==> src/rtl/serial_pkg.sv <==
// Shared types and constants for serial_uart_port.
// SERIAL_PARITY_EN adds a PARITY state to both UART FSMs (8E1 framing).
package serial_pkg;
  localparam int   DATA_BITS  = 8;
  localparam logic START_BIT  = 1'b0;
  localparam logic STOP_BIT   = 1'b1;
  localparam logic IDLE_LEVEL = 1'b1;

`ifdef SERIAL_PARITY_EN
  typedef enum logic [2:0] {RX_IDLE, RX_START, RX_DATA, RX_PARITY, RX_STOP} rx_state_t;
  typedef enum logic [2:0] {TX_IDLE, TX_START, TX_DATA, TX_PARITY, TX_STOP} tx_state_t;

  // Even parity: the extra bit makes the total count of ones even.
  function automatic logic even_parity(input logic [DATA_BITS-1:0] b);
    return ^b;
  endfunction
`else
  typedef enum logic [1:0] {RX_IDLE, RX_START, RX_DATA, RX_STOP} rx_state_t;
  typedef enum logic [1:0] {TX_IDLE, TX_START, TX_DATA, TX_STOP} tx_state_t;
`endif
endpackage

==> src/rtl/serial_byte_fifo.sv <==
// First-word-fall-through FIFO: data_o shows the head whenever empty_o is low, else zero.
// Push and pop may coincide at any occupancy; a same-cycle pop frees the slot a push on full needs.
module serial_byte_fifo #(
  parameter int DEPTH = 16,
  parameter int W     = 8
) (
  input  logic                   clock,
  input  logic                   reset,
  input  logic                   push_i,
  input  logic [W-1:0]           data_i,
  input  logic                   pop_i,
  output logic [W-1:0]           data_o,
  output logic                   full_o,
  output logic                   empty_o,
  output logic [$clog2(DEPTH):0] count_o
);
  localparam int AW = $clog2(DEPTH);

  logic [W-1:0]  mem_q [DEPTH];
  logic [AW-1:0] wr_ptr_q, wr_ptr_d, rd_ptr_q, rd_ptr_d;
  logic [AW:0]   count_q, count_d;
  logic          push_ok, pop_ok;

  assign empty_o = (count_q == '0);
  assign full_o  = (count_q == (AW+1)'(DEPTH));
  assign count_o = count_q;
  assign pop_ok  = pop_i && !empty_o;
  assign push_ok = push_i && (!full_o || pop_ok);
  assign data_o  = empty_o ? '0 : mem_q[rd_ptr_q];

  always_comb begin
    wr_ptr_d = push_ok ? wr_ptr_q + AW'(1) : wr_ptr_q;
    rd_ptr_d = pop_ok  ? rd_ptr_q + AW'(1) : rd_ptr_q;
    count_d  = count_q + (AW+1)'(push_ok) - (AW+1)'(pop_ok);
  end

  always_ff @(posedge clock or posedge reset) begin
    if (reset) begin
      wr_ptr_q <= '0;
      rd_ptr_q <= '0;
      count_q  <= '0;
    end else begin
      wr_ptr_q <= wr_ptr_d;
      rd_ptr_q <= rd_ptr_d;
      count_q  <= count_d;
    end
  end

  always_ff @(posedge clock) begin
    if (push_ok) mem_q[wr_ptr_q] <= data_i;
  end
endmodule

==> src/rtl/serial_uart_port.sv <==
// Bridges the core's byte-wide serial port to a UART line through RX and TX FIFOs.
// Build with SERIAL_PARITY_EN for 8E1 frames; default is 8N1.
module serial_uart_port #(
  parameter int CLKS_PER_BIT = 434,
  parameter int FIFO_DEPTH   = 16
) (
  input  logic       clock,
  input  logic       reset,
  output logic [7:0] serial_in,
  output logic       serial_valid,
  output logic       serial_ready,
  input  logic [7:0] serial_out,
  input  logic       serial_rden,
  input  logic       serial_wren,
  input  logic       uart_rx,
  output logic       uart_tx,
  output logic       rx_overrun,
  output logic       rx_error
);
  import serial_pkg::*;

  localparam int              CW       = $clog2(CLKS_PER_BIT);
  localparam int              BW       = $clog2(DATA_BITS);
  localparam int              FW       = $clog2(FIFO_DEPTH) + 1;
  localparam logic [CW-1:0]   BIT_END  = CW'(CLKS_PER_BIT - 1);
  localparam logic [CW-1:0]   HALF_END = CW'(CLKS_PER_BIT / 2 - 1);
  localparam logic [BW-1:0]   LAST_BIT = BW'(DATA_BITS - 1);

  logic                 rx_push, rx_full, rx_empty;
  logic [FW-1:0]        rx_count, tx_count;
  logic                 tx_pop, tx_full, tx_empty, tx_fetch;
  logic [DATA_BITS-1:0] tx_head;

  logic                 rx_meta_q, rx_sync_q, rx_frame_ok;
  rx_state_t            rx_state_q, rx_state_d;
  logic [CW-1:0]        rx_cnt_q, rx_cnt_d;
  logic [BW-1:0]        rx_bit_q, rx_bit_d;
  logic [DATA_BITS-1:0] rx_shift_q, rx_shift_d;
  logic                 rx_error_q, rx_error_d, rx_overrun_q, rx_overrun_d;

  tx_state_t            tx_state_q, tx_state_d;
  logic [CW-1:0]        tx_cnt_q, tx_cnt_d;
  logic [BW-1:0]        tx_bit_q, tx_bit_d;
  logic [DATA_BITS-1:0] tx_shift_q, tx_shift_d;
  logic                 tx_q, tx_d;
`ifdef SERIAL_PARITY_EN
  logic                 rx_perr_q, rx_perr_d, tx_par_q, tx_par_d;
`endif

  serial_byte_fifo #(.DEPTH(FIFO_DEPTH), .W(DATA_BITS)) u_rx_fifo (
    .clock(clock), .reset(reset), .push_i(rx_push), .data_i(rx_shift_q), .pop_i(serial_rden),
    .data_o(serial_in), .full_o(rx_full), .empty_o(rx_empty), .count_o(rx_count));

  serial_byte_fifo #(.DEPTH(FIFO_DEPTH), .W(DATA_BITS)) u_tx_fifo (
    .clock(clock), .reset(reset), .push_i(serial_wren), .data_i(serial_out), .pop_i(tx_pop),
    .data_o(tx_head), .full_o(tx_full), .empty_o(tx_empty), .count_o(tx_count));

  assign serial_valid = !rx_empty;
  assign serial_ready = !tx_full;
  assign uart_tx      = tx_q;
  assign rx_error     = rx_error_q;
  assign rx_overrun   = rx_overrun_q;

  assert property (@(posedge clock) disable iff (reset) (rx_count == '0) == rx_empty);
  assert property (@(posedge clock) disable iff (reset) (tx_count == '0) == tx_empty);

`ifdef SERIAL_PARITY_EN
  assign rx_frame_ok = (rx_sync_q == STOP_BIT) && !rx_perr_q;
`else
  assign rx_frame_ok = (rx_sync_q == STOP_BIT);
`endif

  always_comb begin
    rx_state_d   = rx_state_q;
    rx_cnt_d     = rx_cnt_q + CW'(1);
    rx_bit_d     = rx_bit_q;
    rx_shift_d   = rx_shift_q;
    rx_error_d   = rx_error_q;
    rx_overrun_d = rx_overrun_q;
    rx_push      = 1'b0;
`ifdef SERIAL_PARITY_EN
    rx_perr_d    = rx_perr_q;
`endif
    case (rx_state_q)
      RX_IDLE: begin
        rx_cnt_d = '0;
        if (rx_sync_q == START_BIT) rx_state_d = RX_START;
      end
      // Mid-start recheck rejects glitches shorter than half a bit.
      RX_START: if (rx_cnt_q == HALF_END) begin
        rx_cnt_d   = '0;
        rx_bit_d   = '0;
        rx_state_d = (rx_sync_q == START_BIT) ? RX_DATA : RX_IDLE;
      end
      RX_DATA: if (rx_cnt_q == BIT_END) begin
        rx_cnt_d   = '0;
        rx_shift_d = {rx_sync_q, rx_shift_q[DATA_BITS-1:1]};
        rx_bit_d   = rx_bit_q + BW'(1);
`ifdef SERIAL_PARITY_EN
        if (rx_bit_q == LAST_BIT) rx_state_d = RX_PARITY;
`else
        if (rx_bit_q == LAST_BIT) rx_state_d = RX_STOP;
`endif
      end
`ifdef SERIAL_PARITY_EN
      RX_PARITY: if (rx_cnt_q == BIT_END) begin
        rx_cnt_d   = '0;
        rx_perr_d  = (rx_sync_q != even_parity(rx_shift_q));
        rx_state_d = RX_STOP;
      end
`endif
      RX_STOP: if (rx_cnt_q == BIT_END) begin
        rx_state_d = RX_IDLE;
        if (!rx_frame_ok)                   rx_error_d   = 1'b1;
        else if (rx_full && !serial_rden)   rx_overrun_d = 1'b1;
        else                                rx_push      = 1'b1;
      end
      default: rx_state_d = RX_IDLE;
    endcase
  end

  always_comb begin
    tx_state_d = tx_state_q;
    tx_cnt_d   = tx_cnt_q + CW'(1);
    tx_bit_d   = tx_bit_q;
    tx_shift_d = tx_shift_q;
    tx_d       = tx_q;
    tx_fetch   = 1'b0;
    tx_pop     = 1'b0;
`ifdef SERIAL_PARITY_EN
    tx_par_d   = tx_par_q;
`endif
    case (tx_state_q)
      TX_IDLE: begin
        tx_cnt_d = '0;
        tx_d     = IDLE_LEVEL;
        tx_fetch = !tx_empty;
      end
      TX_START: if (tx_cnt_q == BIT_END) begin
        tx_cnt_d   = '0;
        tx_bit_d   = '0;
        tx_d       = tx_shift_q[0];
        tx_state_d = TX_DATA;
      end
      TX_DATA: if (tx_cnt_q == BIT_END) begin
        tx_cnt_d   = '0;
        tx_shift_d = tx_shift_q >> 1;
        tx_bit_d   = tx_bit_q + BW'(1);
        if (tx_bit_q == LAST_BIT) begin
`ifdef SERIAL_PARITY_EN
          tx_d       = tx_par_q;
          tx_state_d = TX_PARITY;
`else
          tx_d       = STOP_BIT;
          tx_state_d = TX_STOP;
`endif
        end else begin
          tx_d = tx_shift_q[1];
        end
      end
`ifdef SERIAL_PARITY_EN
      TX_PARITY: if (tx_cnt_q == BIT_END) begin
        tx_cnt_d   = '0;
        tx_d       = STOP_BIT;
        tx_state_d = TX_STOP;
      end
`endif
      // Chaining straight into the next start bit keeps back-to-back frames gapless.
      TX_STOP: if (tx_cnt_q == BIT_END) begin
        tx_state_d = TX_IDLE;
        tx_fetch   = !tx_empty;
      end
      default: tx_state_d = TX_IDLE;
    endcase
    if (tx_fetch) begin
      tx_pop     = 1'b1;
      tx_shift_d = tx_head;
      tx_cnt_d   = '0;
      tx_d       = START_BIT;
      tx_state_d = TX_START;
`ifdef SERIAL_PARITY_EN
      tx_par_d   = even_parity(tx_head);
`endif
    end
  end

  always_ff @(posedge clock or posedge reset) begin
    if (reset) begin
      rx_meta_q    <= IDLE_LEVEL;
      rx_sync_q    <= IDLE_LEVEL;
      rx_state_q   <= RX_IDLE;
      rx_cnt_q     <= '0;
      rx_bit_q     <= '0;
      rx_shift_q   <= '0;
      rx_error_q   <= 1'b0;
      rx_overrun_q <= 1'b0;
      tx_state_q   <= TX_IDLE;
      tx_cnt_q     <= '0;
      tx_bit_q     <= '0;
      tx_shift_q   <= '0;
      tx_q         <= IDLE_LEVEL;
`ifdef SERIAL_PARITY_EN
      rx_perr_q    <= 1'b0;
      tx_par_q     <= 1'b0;
`endif
    end else begin
      rx_meta_q    <= uart_rx;
      rx_sync_q    <= rx_meta_q;
      rx_state_q   <= rx_state_d;
      rx_cnt_q     <= rx_cnt_d;
      rx_bit_q     <= rx_bit_d;
      rx_shift_q   <= rx_shift_d;
      rx_error_q   <= rx_error_d;
      rx_overrun_q <= rx_overrun_d;
      tx_state_q   <= tx_state_d;
      tx_cnt_q     <= tx_cnt_d;
      tx_bit_q     <= tx_bit_d;
      tx_shift_q   <= tx_shift_d;
      tx_q         <= tx_d;
`ifdef SERIAL_PARITY_EN
      rx_perr_q    <= rx_perr_d;
      tx_par_q     <= tx_par_d;
`endif
    end
  end
endmodule
==> config.mk <==
export PLATFORM = sky130hd
export DESIGN_NAME = serial_uart_port
export DESIGN_NICKNAME = d
export VERILOG_FILES = /design/src/rtl/serial_pkg.sv /design/src/rtl/serial_byte_fifo.sv /design/src/rtl/serial_uart_port.sv
export SDC_FILE = /design/constraint.sdc
export NUM_CORES = 1
export LEC_CHECK = 0
export CORE_AREA = 2 2 150 299
export DETAILED_ROUTE_END_ITERATION = 6
export DIE_AREA = 0 0 152 301
export HOLD_SLACK_MARGIN = 0.08
export PLACE_DENSITY = 0.49
export SETUP_SLACK_MARGIN = 0.05
export SYNTH_ARGS = -nofsm -noshare
export SYNTH_HDL_FRONTEND = slang
export SYNTH_SLANG_ARGS = --single-unit
==> constraint.sdc <==
create_clock -name clock -period 5.1 [get_ports clock]
set_clock_uncertainty 0.15 [all_clocks]
set_input_delay 1.275 -clock clock [delete_from_list [all_inputs] [get_ports clock]]
set_output_delay 1.275 -clock clock [all_outputs]
set_load 0.03 [all_outputs]
### Word-level counts from Yosys, hierarchy flattened

Memory sizes are Yosys's and may differ from the RTL's.
Cells that the tools add are included.

| storage, ports and cells | value |
|---|---|
| memories | 2 |
| logic and storage cells | 136 |
| input bits | 13 |
| bits in writable memories | 256 |
| output and inout bits | 13 |
| bits in registers | 75 |

Memory list:

| memory | words | width | read ports | clocked after Yosys merged registers in | wr ports | RTL line | RTL |
|---|---|---|---|---|---|---|---|
| u_rx_fifo.mem_q | 16 | 8 | 1 | 0 | 1 | serial_byte_fifo.sv:19 | `logic [W-1:0] mem_q [DEPTH];` |
| u_tx_fifo.mem_q | 16 | 8 | 1 | 0 | 1 | serial_byte_fifo.sv:19 |  |

| operators by class | value |
|---|---|
| muxes and demuxes | 46 |
| add/subtract/negate cells | 12 |
| reductions and logical operators | 32 |
| equal/unequal tests | 24 |
| bitwise logic cells | 1 |

Operators with widths:

| kind | number |
|---|---|
| two-way mux 8 bit | 5 |
| two-way mux 9 bit | 4 |
| case mux 9 bit (3 select lines) | 1 |
| two-way mux 2 bit | 11 |
| adder 9 x 1 -> 9 bit (second input constant) | 2 |
| equality test 9 bit (second input constant) | 2 |
| case mux 9 bit (2 select lines) | 1 |
| adder 4 x 1 -> 4 bit (second input constant) | 4 |
| two-way mux 1 bit | 14 |
| != test 2 bit (second input constant) | 7 |
| two-way mux 3 bit | 4 |
| != test 3 bit (second input constant) | 4 |
| case mux 3 bit (2 select lines) | 2 |
| AND reduction 3 bit | 4 |
| adder 5 x 1 -> 5 bit | 2 |
| equality test 5 bit (second input constant) | 2 |
| zero test 5 bit | 2 |
| AND reduction 5 bit | 2 |
| subtractor 5 x 1 -> 5 bit | 2 |
| equality test 9 x 8 -> 1 bit (second input constant) | 1 |
| equality test 2 bit (second input constant) | 4 |
| case mux 2 bit (4 select lines) | 1 |
| nonzero test 2 bit | 4 |
| nonzero test 4 bit | 2 |
| other kinds (14) | 28 |

### Longest topological paths before layout

Gate-level depths: netlist (run 1).

| logic depth | value |
|---|---|
| word-level depth | 10 |
| gate-level depth with buffers | 15 |
| depth with buffers taken out | 14 |

### Modules after synthesis

From an unflattened synthesis (run 1), not the netlist that was laid out.

| unflattened totals | value |
|---|---|
| cells, all modules | 798 |
| area, all modules | 14158.6 sq um |

By module, submodules not included:

| module | area an instance (sq um) | cells each | times used | seq. area each (sq um) |
|---|---|---|---|---|
| serial_byte_fifo | 5825.6 | 290 | 2 | 4169.0 |
| serial_uart_port | 2507.4 | 218 | 1 | 1229.9 |

### Least setup slack after synthesis (run 1)

OpenSTA, ideal clock, no wires.

| timing | value |
|---|---|
| path type | flip-flop to output port |
| start point | reg u_rx_fifo.rd_ptr_q[0] |
| end point | out serial_in[0] |
| data arrival time | 2.020 ns |
| data required time | 3.675 ns |
| setup slack | 1.655 ns |
| buffers on the path | 2 |
| cell stages (with the launch flop) | 6 |
| path through | dfrtp_1 buf_2 buf_2 mux4_2 mux4_2 nor2b_1 |

| between the ends | value |
|---|---|
| cells in the longest elaborated chain, start to end | 2 |

RTL lines:

| element | RTL line | RTL |
|---|---|---|
| from (decl) | serial_byte_fifo.sv:20 | `logic [AW-1:0] wr_ptr_q, wr_ptr_d, rd_ptr_q, rd_ptr_d;` |
| from (signal assigned) | serial_byte_fifo.sv:44 | `rd_ptr_q <= rd_ptr_d;` |
| memory (16 x 8 bit) | -- |  |
| two-way mux 8 bit | serial_byte_fifo.sv:29 | `assign data_o = empty_o ? '0 : mem_q[rd_ptr_q];` |
| to (decl) | serial_uart_port.sv:9 | `output logic [7:0] serial_in,` |

Every way passes these cells.

### Worst setup path after layout (run 1)

| timing | value |
|---|---|
| start point | reg u_rx_fifo.rd_ptr_q[0] |
| end point | out serial_in[6] |

Same word-level chain as after synthesis.

==> impl_metrics.env, run 1 <==
export IMPL_postCtsHoldBufs=0
export IMPL_synth_seq_cells=331
export IMPL_path_cells="buf_4, mux4_2, mux4_2, nor2b_1, clkdlybuf4s50_1"
export IMPL_worst_setup_path_end_kind="output port"
export IMPL_crit_path_top_delay_cell="dfrtp_2"
export IMPL_die_h_um=301
export IMPL_die_x_um=152
export IMPL_max_stage_delay_ns=0.70
export IMPL_num_rows=108
export IMPL_synth_seq_area_share_pct=69.5
export IMPL_synth_nets=846
export IMPL_clock_path_buffers=3
export IMPL_max_slew_worst_pin_slew_ns=0.882
export IMPL_core_area_um2=43400
export IMPL_cts_tree="done"
export IMPL_io_pin_count=26
export IMPL_cts_sink_count=331
export IMPL_antenna_found_initial=0
export IMPL_switching_share_pct=25.6
export IMPL_min_period_over_period_pct=92.6
export IMPL_post_cts_buffers=0
export IMPL_finalMaxSlewViolations=0
export IMPL_power_internal_w=0.00470
export IMPL_netSwitchingPower_w=0.00162
export IMPL_multiInputGateArea_um2=3980
export IMPL_grt_pass1_wl_mm=45.8
export IMPL_drive_gt1_share_pct=21.4
export IMPL_routed_wl_mm=29.3
export IMPL_synth_top_area_cell="edfxtp_1"
export IMPL_placed_area_um2=14900
export IMPL_combPwrFrac_pct=13.4
export IMPL_fmax_mhz=212
export IMPL_arrival_ns=3.30
export IMPL_routed_top_layer="met4"
export IMPL_final_cell_mix="edfxtp_1, dfrtp_1, mux4_2, nor2_1, ha_1"
export IMPL_htree_num_levels=1
export IMPL_synth_area_um2=13800
export IMPL_drtIter0Drc=349
export IMPL_tns_ns=0
export IMPL_firstDrtPassIters=4
export IMPL_area_delta_synth_final_pct=15.0
export IMPL_status="finished, final reports clean"
export IMPL_power_frac_seq_pct=51.4
export IMPL_routed_wl_met3_um=706
export IMPL_yosys_area_top_type_share_pct=55.8
export IMPL_peakVddDrop_uv=287
export IMPL_cts_root_buf="clkbuf_16"
export IMPL_hp_start="rx_meta_q"
export IMPL_fin_crit_ns=4.72
export IMPL_layout_commonest_cell="edfxtp_1"
export IMPL_gp_congestion=0.723
export IMPL_io_buffers=25
export IMPL_crit_path_start_kind="flip-flop"
export IMPL_dieArea_um2=45800
export IMPL_grt_max_degree=44
export IMPL_synth_distinct_cells=54
export IMPL_pwr_share_clk_pct=35.2
export IMPL_setup_viol=0
export IMPL_async_flop_share_pct=22.7
export IMPL_syn_instance_count=794
export IMPL_fin_area_um2=15800
export IMPL_rsz0062_at_grt="no"
export IMPL_start_util_pct=31.7
export IMPL_wire_per_inst_um=20.5
export IMPL_ys_top_cells_by_area="edfxtp_1, dfrtp_1, mux4_2"
export IMPL_drt_met1_wl_mm=9.66
export IMPL_cp_common_cell="mux4_2"
export IMPL_syn_area_per_cell_um2=17.3
export IMPL_numCtsBuffers=31
export IMPL_power_w=0.00632
export IMPL_required_ns=3.67
export IMPL_hp_class="flip-flop to flip-flop"
export IMPL_nets=908
export IMPL_insertion_delay_ns=0.59
export IMPL_ctsResizeCount=0
export IMPL_drc=0
export IMPL_grt_pass1_vias=7600
export IMPL_vias_per_cell=4.81
export IMPL_vias=6879
export IMPL_r2r_start="u_rx_fifo.count_o[3]"
export IMPL_critical_path_class="flip-flop to output port"
export IMPL_grtUsageTotal_pct=13.1
export IMPL_final_hold_viol_count=0
export IMPL_antenna_left=0
export IMPL_p_leak_nw=5.89
export IMPL_synth_edff_count=256
export IMPL_clk_pin_slew_worst_paths_ns=0.06
export IMPL_worstPathMaxFanout=16
export IMPL_powerDensity_nw_per_um2=399
export IMPL_fill_cells=4039
export IMPL_crit_start="u_rx_fifo.rd_ptr_q[0]"
export IMPL_ys_flop_type="edfxtp_1"
export IMPL_relSlewSlack_pct=41.1
export IMPL_dp_hpwl_mm=21.0
export IMPL_yosys_warnings=0
export IMPL_max_cap_violations=0
export IMPL_ff_latch_area_um2=9570
export IMPL_grt_overflow=0
export IMPL_dr_wl_met2_mm=18.2
export IMPL_insertedDiodeCount=0
-- registers in the layout (all words and copies together), names as in the netlist, 5 cells and up, named ones only --
register           flops
u_tx_fifo.count_o      5
u_rx_fifo.mem_q      128
u_rx_fifo.count_o      5
rx_shift_q             8
tx_shift_q             8
rx_cnt_q               9
u_tx_fifo.mem_q      128
tx_cnt_q               9
-- power groups by stage --
stage / clock, W / combinational (W) / sequential [W]
detailed placement: 0 / 0.000869 / 0.00331
CTS: 0.00230 / 0.000870 / 0.00326
global route: 0.00240 / 0.000953 / 0.00327
global placement: 0 / 0.000850 / 0.00331
floorplan: 0 / 0.000693 / 0.00319
finish: 0.00223 / 0.000846 / 0.00325
-- worst max-delay path, delay by kind of cell, from the launching register on --
| family | cells | cell delay [ns] |
|---|---|---|
| DFF | 1 | 0.70 |
| buffers and inverters | 2 | 0.86 |
| and+or+nand+nor | 1 | 0.14 |
| muxes | 2 | 1.00 |
-- metal layers --
layer  vias up  GRT usage (%)
met1      3540           12.4
li1       3174              -
met2       115           28.1
met4         0           4.03
met3        50           1.53
met5         -              0
-- metrics by stage --
stage,std cells,hold slack [ns],worst slack (ns),utilization [%]
floorplan,794,0.195,1.65,-
global route,1430,0.214,0.233,36.5
global placement,1373,0.201,0.923,34.3
detailed placement,1373,0.197,0.896,34.3
finish,1430,0.209,0.376,36.5
CTS,1430,0.209,0.265,36.5
-- Yosys cell counts (3+ instances only) --
cell	instances
edfxtp_1	256
dfrtp_1	72
mux4_2	68
nor2_1	49
ha_1	37
inv_1	33
nand2_1	33
xnor2_1	19
mux2_2	18
nor2b_1	18
xor2_1	15
and2_1	14
nand3_1	14
o21ai_0	13
a21oi_1	12
clkbuf_1	12
nor3_1	12
buf_2	10
buf_1	7
a22oi_1	6
nand4_1	6
a22o_1	5
o22ai_1	5
and3_1	4
nor4_1	4
o2bb2ai_1	4
a211oi_1	3
a21o_1	3
dfstp_2	3
mux2i_1	3
nand2b_1	3
or3b_2	3
-- logic make-up (layout without fill, tap and decap cells) --
logic type | Yosys count | after routing | synth area share, %
flip-flops | 331 | 331 | 69.5
AND/OR/NAND/NOR | 172 | 172 | 6.80
multiplexers | 89 | 89 | 12.8
AO/OA/AOI/OAI | 66 | 66 | 3.24
buffers and inverters | 63 | 149 | 1.84
adder cells (fa/ha/maj) | 39 | 39 | 3.65
XOR/XNOR | 34 | 34 | 2.16
-- worst paths after layout --
kind	slack (ns)	cells past startpoint	endpoint
max	0.38	5	serial_in[6]
min	0.21	0	rx_frame_ok
min in group asynchronous	0.80	2	u_rx_fifo.count_o[1]
max in group asynchronous	3.10	3	u_tx_fifo.wr_ptr_q[1]
max reg2reg	1.71	11	u_rx_fifo.count_o[4]
min reg2reg	0.21	0	rx_frame_ok
-- cell type report --
| class | count | share of cell area [%] |
|---|---|---|
| clock buffers | 39 | 5.09 |
| inverters | 33 | 0.791 |
| multi-input cells | 400 | 25.1 |
| well taps | 550 | 4.35 |
| flip-flops and latches | 331 | 60.5 |
| clock inverters | 18 | 0.980 |
| repair buffers | 59 | 3.19 |
(Power assumes the default switching activity.)
==> inputs of run 2 (changes only) <==
--- a/config.mk
+++ b/config.mk
@@ -5,9 +5,9 @@
 export SDC_FILE = /design/constraint.sdc
 export NUM_CORES = 1
 export LEC_CHECK = 0
-export CORE_AREA = 2 2 150 299
+export CORE_AREA = 3 3 151 300
 export DETAILED_ROUTE_END_ITERATION = 6
-export DIE_AREA = 0 0 152 301
+export DIE_AREA = 0 0 154 303
 export HOLD_SLACK_MARGIN = 0.08
 export PLACE_DENSITY = 0.49
 export SETUP_SLACK_MARGIN = 0.05
==> run 2 against run 1 <==
Register-to-register slack improved by 0.17 ns. Critical path depth did not move. Final area rose by 0.56%. Non-clock buffer count fell by 5. Maximum frequency rose by 3.2%. Clock power rose by 8%. Setup slack improved by 0.15 ns. Combinational power rose by 0.9%. Global-route usage fell by 0.14 points. Sequential power barely moved. Count of clock-buffer cells in the layout did not move. Largest cell class unchanged. Highest routed layer unchanged.
==> impl_metrics.env, run 2 (synthesized netlist as in run 1, its figures left out) <==
export IMPL_drc=0
export IMPL_cts_root_buf="clkbuf_16"
export IMPL_drive_gt1_share_pct=21.3
export IMPL_clock_path_buffers=3
export IMPL_dp_hpwl_mm=21.2
export IMPL_final_cell_mix="edfxtp_1, dfrtp_1, mux4_2, nor2_1, ha_1"
export IMPL_placed_area_um2=14900
export IMPL_tns_ns=0
export IMPL_vias=6819
export IMPL_fin_crit_ns=4.58
export IMPL_powerDensity_nw_per_um2=408
export IMPL_wire_per_inst_um=20.7
export IMPL_nets=903
export IMPL_fin_area_um2=15900
export IMPL_firstDrtPassIters=4
export IMPL_grt_pass1_vias=7477
export IMPL_drtIter0Drc=346
export IMPL_dieArea_um2=46700
export IMPL_layout_commonest_cell="edfxtp_1"
export IMPL_top_regs="u_rx_fifo.mem_q (128), u_tx_fifo.mem_q (128)"
export IMPL_antenna_found_initial=0
export IMPL_max_cap_violations=0
export IMPL_timing_hold_ws_ns=0.211
export IMPL_p_leak_nw=5.92
export IMPL_cts_sink_count=331
export IMPL_htree_num_levels=1
export IMPL_crit_path_top_delay_cell="clkdlybuf4s50_1"
export IMPL_grt_max_degree=47
export IMPL_required_ns=3.67
export IMPL_final_hold_viol_count=0
export IMPL_postCtsHoldBufs=0
export IMPL_max_stage_delay_ns=0.58
export IMPL_critical_path_class="flip-flop to output port"
export IMPL_ff_latch_area_um2=9570
export IMPL_setup_viol=0
export IMPL_grt_overflow=0
export IMPL_post_cts_buffers=0
export IMPL_grtUsageTotal_pct=12.9
export IMPL_cts_tree="done"
export IMPL_io_buffers=25
export IMPL_crit_path_start_kind="flip-flop"
export IMPL_path_cells="buf_12, mux4_2, mux4_2, nor2b_1, clkdlybuf4s50_1"
export IMPL_cp_common_cell="mux4_2"
export IMPL_vias_per_cell=4.78
export IMPL_fill_cells=4006
export IMPL_worst_setup_path_end_kind="output port"
export IMPL_finalMaxSlewViolations=0
export IMPL_area_delta_synth_final_pct=15.6
export IMPL_max_slew_worst_pin_slew_ns=0.902
export IMPL_arrival_ns=3.15
export IMPL_clk_pin_slew_worst_paths_ns=0.07
export IMPL_numCtsBuffers=31
export IMPL_insertedDiodeCount=0
export IMPL_fmax_mhz=218
export IMPL_io_pin_count=26
export IMPL_ctsResizeCount=0
export IMPL_core_area_um2=43400
export IMPL_rsz0062_at_grt="no"
export IMPL_die_x_um=154
export IMPL_start_util_pct=31.7
export IMPL_insertion_delay_ns=0.57
export IMPL_min_period_over_period_pct=89.8
export IMPL_status="finished, final reports clean"
export IMPL_multiInputGateArea_um2=3990
export IMPL_die_h_um=303
export IMPL_num_rows=108
export IMPL_grt_pass1_wl_mm=46.1
export IMPL_peakVddDrop_uv=293
export IMPL_relSlewSlack_pct=39.9
export IMPL_worstPathMaxFanout=29
export IMPL_final_util_pct=36.7
export IMPL_gp_congestion=0.731
export IMPL_hp_class="flip-flop to flip-flop"
export IMPL_routed_wl_mm=29.5
export IMPL_antenna_left=0
[run 2: final timing paths]
| path | cells past startpoint | start | slack, ns | to |
|---|---|---|---|---|
| worst max-delay path | 5 | u_rx_fifo.rd_ptr_q[0] | 0.52 | serial_in[5] |
| worst min-delay path | 0 | rx_meta_q | 0.21 | rx_frame_ok |
| worst max register to register | 11 | tx_cnt_q[0] | 1.88 | u_tx_fifo.count_o[4] |
| worst min register to register | 0 | rx_meta_q | 0.21 | rx_frame_ok |
| max in group asynchronous | 3 | reset | 2.97 | rx_cnt_q[0] |
| min in group asynchronous | 2 | reset | 1.01 | u_tx_fifo.rd_ptr_q[2] |
[run 2: where the power goes]
group	leakage, nW	internal [W]	switching (W)
Clock	0.517	0.00141	0.000997
Combinational	1.82	0.000388	0.000466
Sequential	3.58	0.00308	0.000145
Total	5.92	0.00488	0.00161
[run 2: layout make-up]
class                      instances  share of cell area (%)
sequential                       331                    60.1
multi-input combinational        400                    25.0
clock buffer                      39                    5.25
tap                              550                    4.32
timing repair buffer              54                    3.02
clock inverter                    19                    1.45
inverter                          33                   0.786
[run 2: worst max-delay path, delay by kind of cell, from the launching register on]
family	cells	cell delay (ns)
AND/OR/NAND/NOR	1	0.15
buffers and inverters	2	0.85
flip-flops	1	0.49
multiplexers	2	1.04
[run 2: metrics by stage]
stage | power, W | std cells | setup WS [ns]
2_1_floorplan | 0.00388 | 794 | 1.65
3_3_place_gp | 0.00416 | 1368 | 1.10
3_5_place_dp | 0.00417 | 1368 | 1.07
4_1_cts | 0.00660 | 1426 | 0.445
5_1_grt | 0.00680 | 1426 | 0.384
6_report | 0.00649 | 1426 | 0.523
[run 2: per-layer routing]
layer | vias up | global-route usage (%) | wire [µm]
li1 | 3165 | - | -
met1 | 3498 | 12.8 | 9730
met2 | 105 | 27.2 | 18300
met3 | 51 | 1.50 | 727
met4 | 0 | 4.00 | 825
met5 | - | 0 | 0
==> inputs of run 3 (changes only) <==
--- a/config.mk
+++ b/config.mk
@@ -5,11 +5,13 @@
 export SDC_FILE = /design/constraint.sdc
 export NUM_CORES = 1
 export LEC_CHECK = 0
-export CORE_AREA = 3 3 151 300
+export CELL_PAD_IN_SITES_DETAIL_PLACEMENT = 1
+export CELL_PAD_IN_SITES_GLOBAL_PLACEMENT = 2
+export CORE_AREA = 3 3 121 239
 export DETAILED_ROUTE_END_ITERATION = 6
-export DIE_AREA = 0 0 154 303
+export DIE_AREA = 0 0 124 242
 export HOLD_SLACK_MARGIN = 0.08
-export PLACE_DENSITY = 0.49
+export PLACE_DENSITY = 0.86
 export SETUP_SLACK_MARGIN = 0.05
 export SYNTH_ARGS = -nofsm -noshare
 export SYNTH_HDL_FRONTEND = slang
==> run 3 against run 2 <==
Combinational power up 2.7%. Flip-flop and latch count did not move. First-iteration DRC count grew 29%. Global-route usage grew 8.9 points. Sequential power about the same. Maximum frequency up 0.76%. Clock power shrank 9.5%. Largest power group unchanged. Final area decreased by 3.2%. Register-to-register slack worse by 0.64 ns. Core utilization rose by 20 points.
==> impl_metrics.env, run 3 (synthesized netlist as in run 1, its figures left out) <==
export IMPL_vias_per_cell=5.88
export IMPL_gp_congestion=0.794
export IMPL_io_pin_count=26
export IMPL_hp_start="rx_meta_q"
export IMPL_status="finished, final reports clean"
export IMPL_max_slew_worst_pin_slew_ns=1.35
export IMPL_max_cap_violations=0
export IMPL_clk_pin_slew_worst_paths_ns=0.07
export IMPL_crit_path_top_delay_cell="clkdlybuf4s50_1"
export IMPL_vias=7064
export IMPL_whs_endpoint="rx_frame_ok"
export IMPL_setup_ws_ns=0.557
export IMPL_area_delta_synth_final_pct=11.9
export IMPL_cp_top_family="multiplexers"
export IMPL_wire_per_inst_um=26.0
export IMPL_numCtsBuffers=28
export IMPL_fmax_mhz=220
export IMPL_num_rows=85
export IMPL_cts_root_buf="clkbuf_16"
export IMPL_layout_commonest_cell="edfxtp_1"
export IMPL_die_x_um=124
export IMPL_grt_pass1_wl_mm=48.5
export IMPL_insertion_delay_ns=0.55
export IMPL_timing_hold_ws_ns=0.213
export IMPL_whs_path_depth=0
export IMPL_worstPathMaxFanout=32
export IMPL_grtUsageTotal_pct=21.8
export IMPL_core_area_um2=27200
export IMPL_required_ns=3.67
export IMPL_drtIter0Drc=446
export IMPL_drc=0
export IMPL_r2r_start="tx_state_q[0]"
export IMPL_firstDrtPassIters=4
export IMPL_antenna_left=0
export IMPL_fill_cells=2484
export IMPL_r2r_end="u_tx_fifo.mem_q[11][1]"
export IMPL_fin_crit_ns=4.54
export IMPL_finalMaxSlewViolations=0
export IMPL_routed_wl_mm=31.3
export IMPL_rr_worst_depth=7
export IMPL_final_util_pct=56.6
export IMPL_drive_gt1_share_pct=19.3
export IMPL_arrival_ns=3.12
export IMPL_max_stage_delay_ns=0.63
export IMPL_ctsResizeCount=0
export IMPL_nets=885
export IMPL_r2r_setup_slack_ns=1.24
export IMPL_crit_path_start_kind="flip-flop"
export IMPL_clock_path_buffers=3
export IMPL_grt_pass1_vias=7983
export IMPL_cts_tree="done"
export IMPL_grt_max_degree=60
export IMPL_antenna_found_initial=0
export IMPL_worst_setup_path_end_kind="output port"
export IMPL_setup_viol=0
export IMPL_cts_sink_count=331
export IMPL_top_regs="u_rx_fifo.mem_q (128), u_tx_fifo.mem_q (128)"
export IMPL_post_cts_buffers=0
export IMPL_min_period_over_period_pct=89.1
export IMPL_powerDensity_nw_per_um2=408
export IMPL_dieArea_um2=30000
export IMPL_power_w=0.00628
export IMPL_p_leak_nw=5.78
export IMPL_start_util_pct=50.6
export IMPL_insertedDiodeCount=0
export IMPL_io_buffers=25
export IMPL_critical_path_class="flip-flop to output port"
export IMPL_hp_class="flip-flop to flip-flop"
export IMPL_grt_overflow=0
export IMPL_relSlewSlack_pct=9.99
export IMPL_peakVddDrop_uv=338
export IMPL_final_cell_mix="edfxtp_1, dfrtp_1, mux4_2, nor2_1, ha_1"
export IMPL_htree_num_levels=1
export IMPL_final_hold_viol_count=0
export IMPL_pre_cts_ws_ns=0.461
export IMPL_critical_path_buf_inv_count=2
export IMPL_cp_common_cell="mux4_2"
export IMPL_postCtsHoldBufs=0
export IMPL_rsz0062_at_grt="no"
export IMPL_die_h_um=242
export IMPL_path_cells="buf_12, mux4_2, mux4_2, nor2b_1, clkdlybuf4s50_1"
export IMPL_dp_hpwl_mm=22.1
export IMPL_tns_ns=0
run 3: cell count changes in the layout (fill, tap and decap cells not counted), sizes merged:
cell / previous run / this run
buf: 29 / 14
inv: 34 / 32
bufinv: 5 / 2
clkinvlp: 2 / 3
clkbuf: 39 / 36
run 3: worst max path at each step:
stage                     startpoint                   end  slack (ns)  cells after the start
6_report       u_rx_fifo.rd_ptr_q[0]          serial_in[4]        0.56                      5
3_3_place_gp             serial_rden  u_rx_fifo.count_o[4]        0.55                      9
4_1_cts        u_rx_fifo.rd_ptr_q[0]          serial_in[4]        0.50                      5
2_1_floorplan  u_rx_fifo.rd_ptr_q[0]          serial_in[0]        1.65                      5
5_1_grt         u_rx_fifo.count_o[3]          serial_in[6]        0.40                      6
3_5_place_dp             serial_rden  u_rx_fifo.count_o[4]        0.46                      9
run 3: layout make-up:
class	count	area, µm²	area share (%)
Multi-Input combinational cell	400	3950	25.7
Clock buffer	36	813	5.28
Clock inverter	15	135	0.877
Timing Repair Buffer	39	368	2.39
Tap cell	348	435	2.83
Inverter	33	125	0.812
Sequential cell	331	9570	62.1
run 3: metrics by stage:
stage                     std cells  instance area (µm²)
after detailed placement       1151                14500
final                          1202                15400
after global placement         1151                14500
after global routing           1202                15400
after floorplan                 794                13800
after CTS                      1202                15400
run 3: routing by layer:
metal / global-route usage [%] / part of all wire [%] / up-vias / wire length [µm]
li1: - / - / 3122 / -
met1: 22.4 / 32 / 3724 / 10100
met2: 42.9 / 61 / 158 / 19000
met3: 2.41 / 2.7 / 60 / 851
met4: 8.78 / 4.0 / 0 / 1260
met5: 0 / 0 / - / 0
run 3: worst register-to-register path: stages, from the launching register on:
cell	delay [ns]
dfrtp_1	0.43
inv_1	0.13
ha_1	0.40
a31oi_1	0.27
nand2_1	0.41
inv_1	0.58
o2111ai_1	0.30
nor2_1	0.84
run 3: power breakdown:
part           switching [W]  internal, W
combinational       0.000493     0.000384
sequential          0.000143      0.00308
clock               0.000950      0.00123
total                0.00159      0.00469
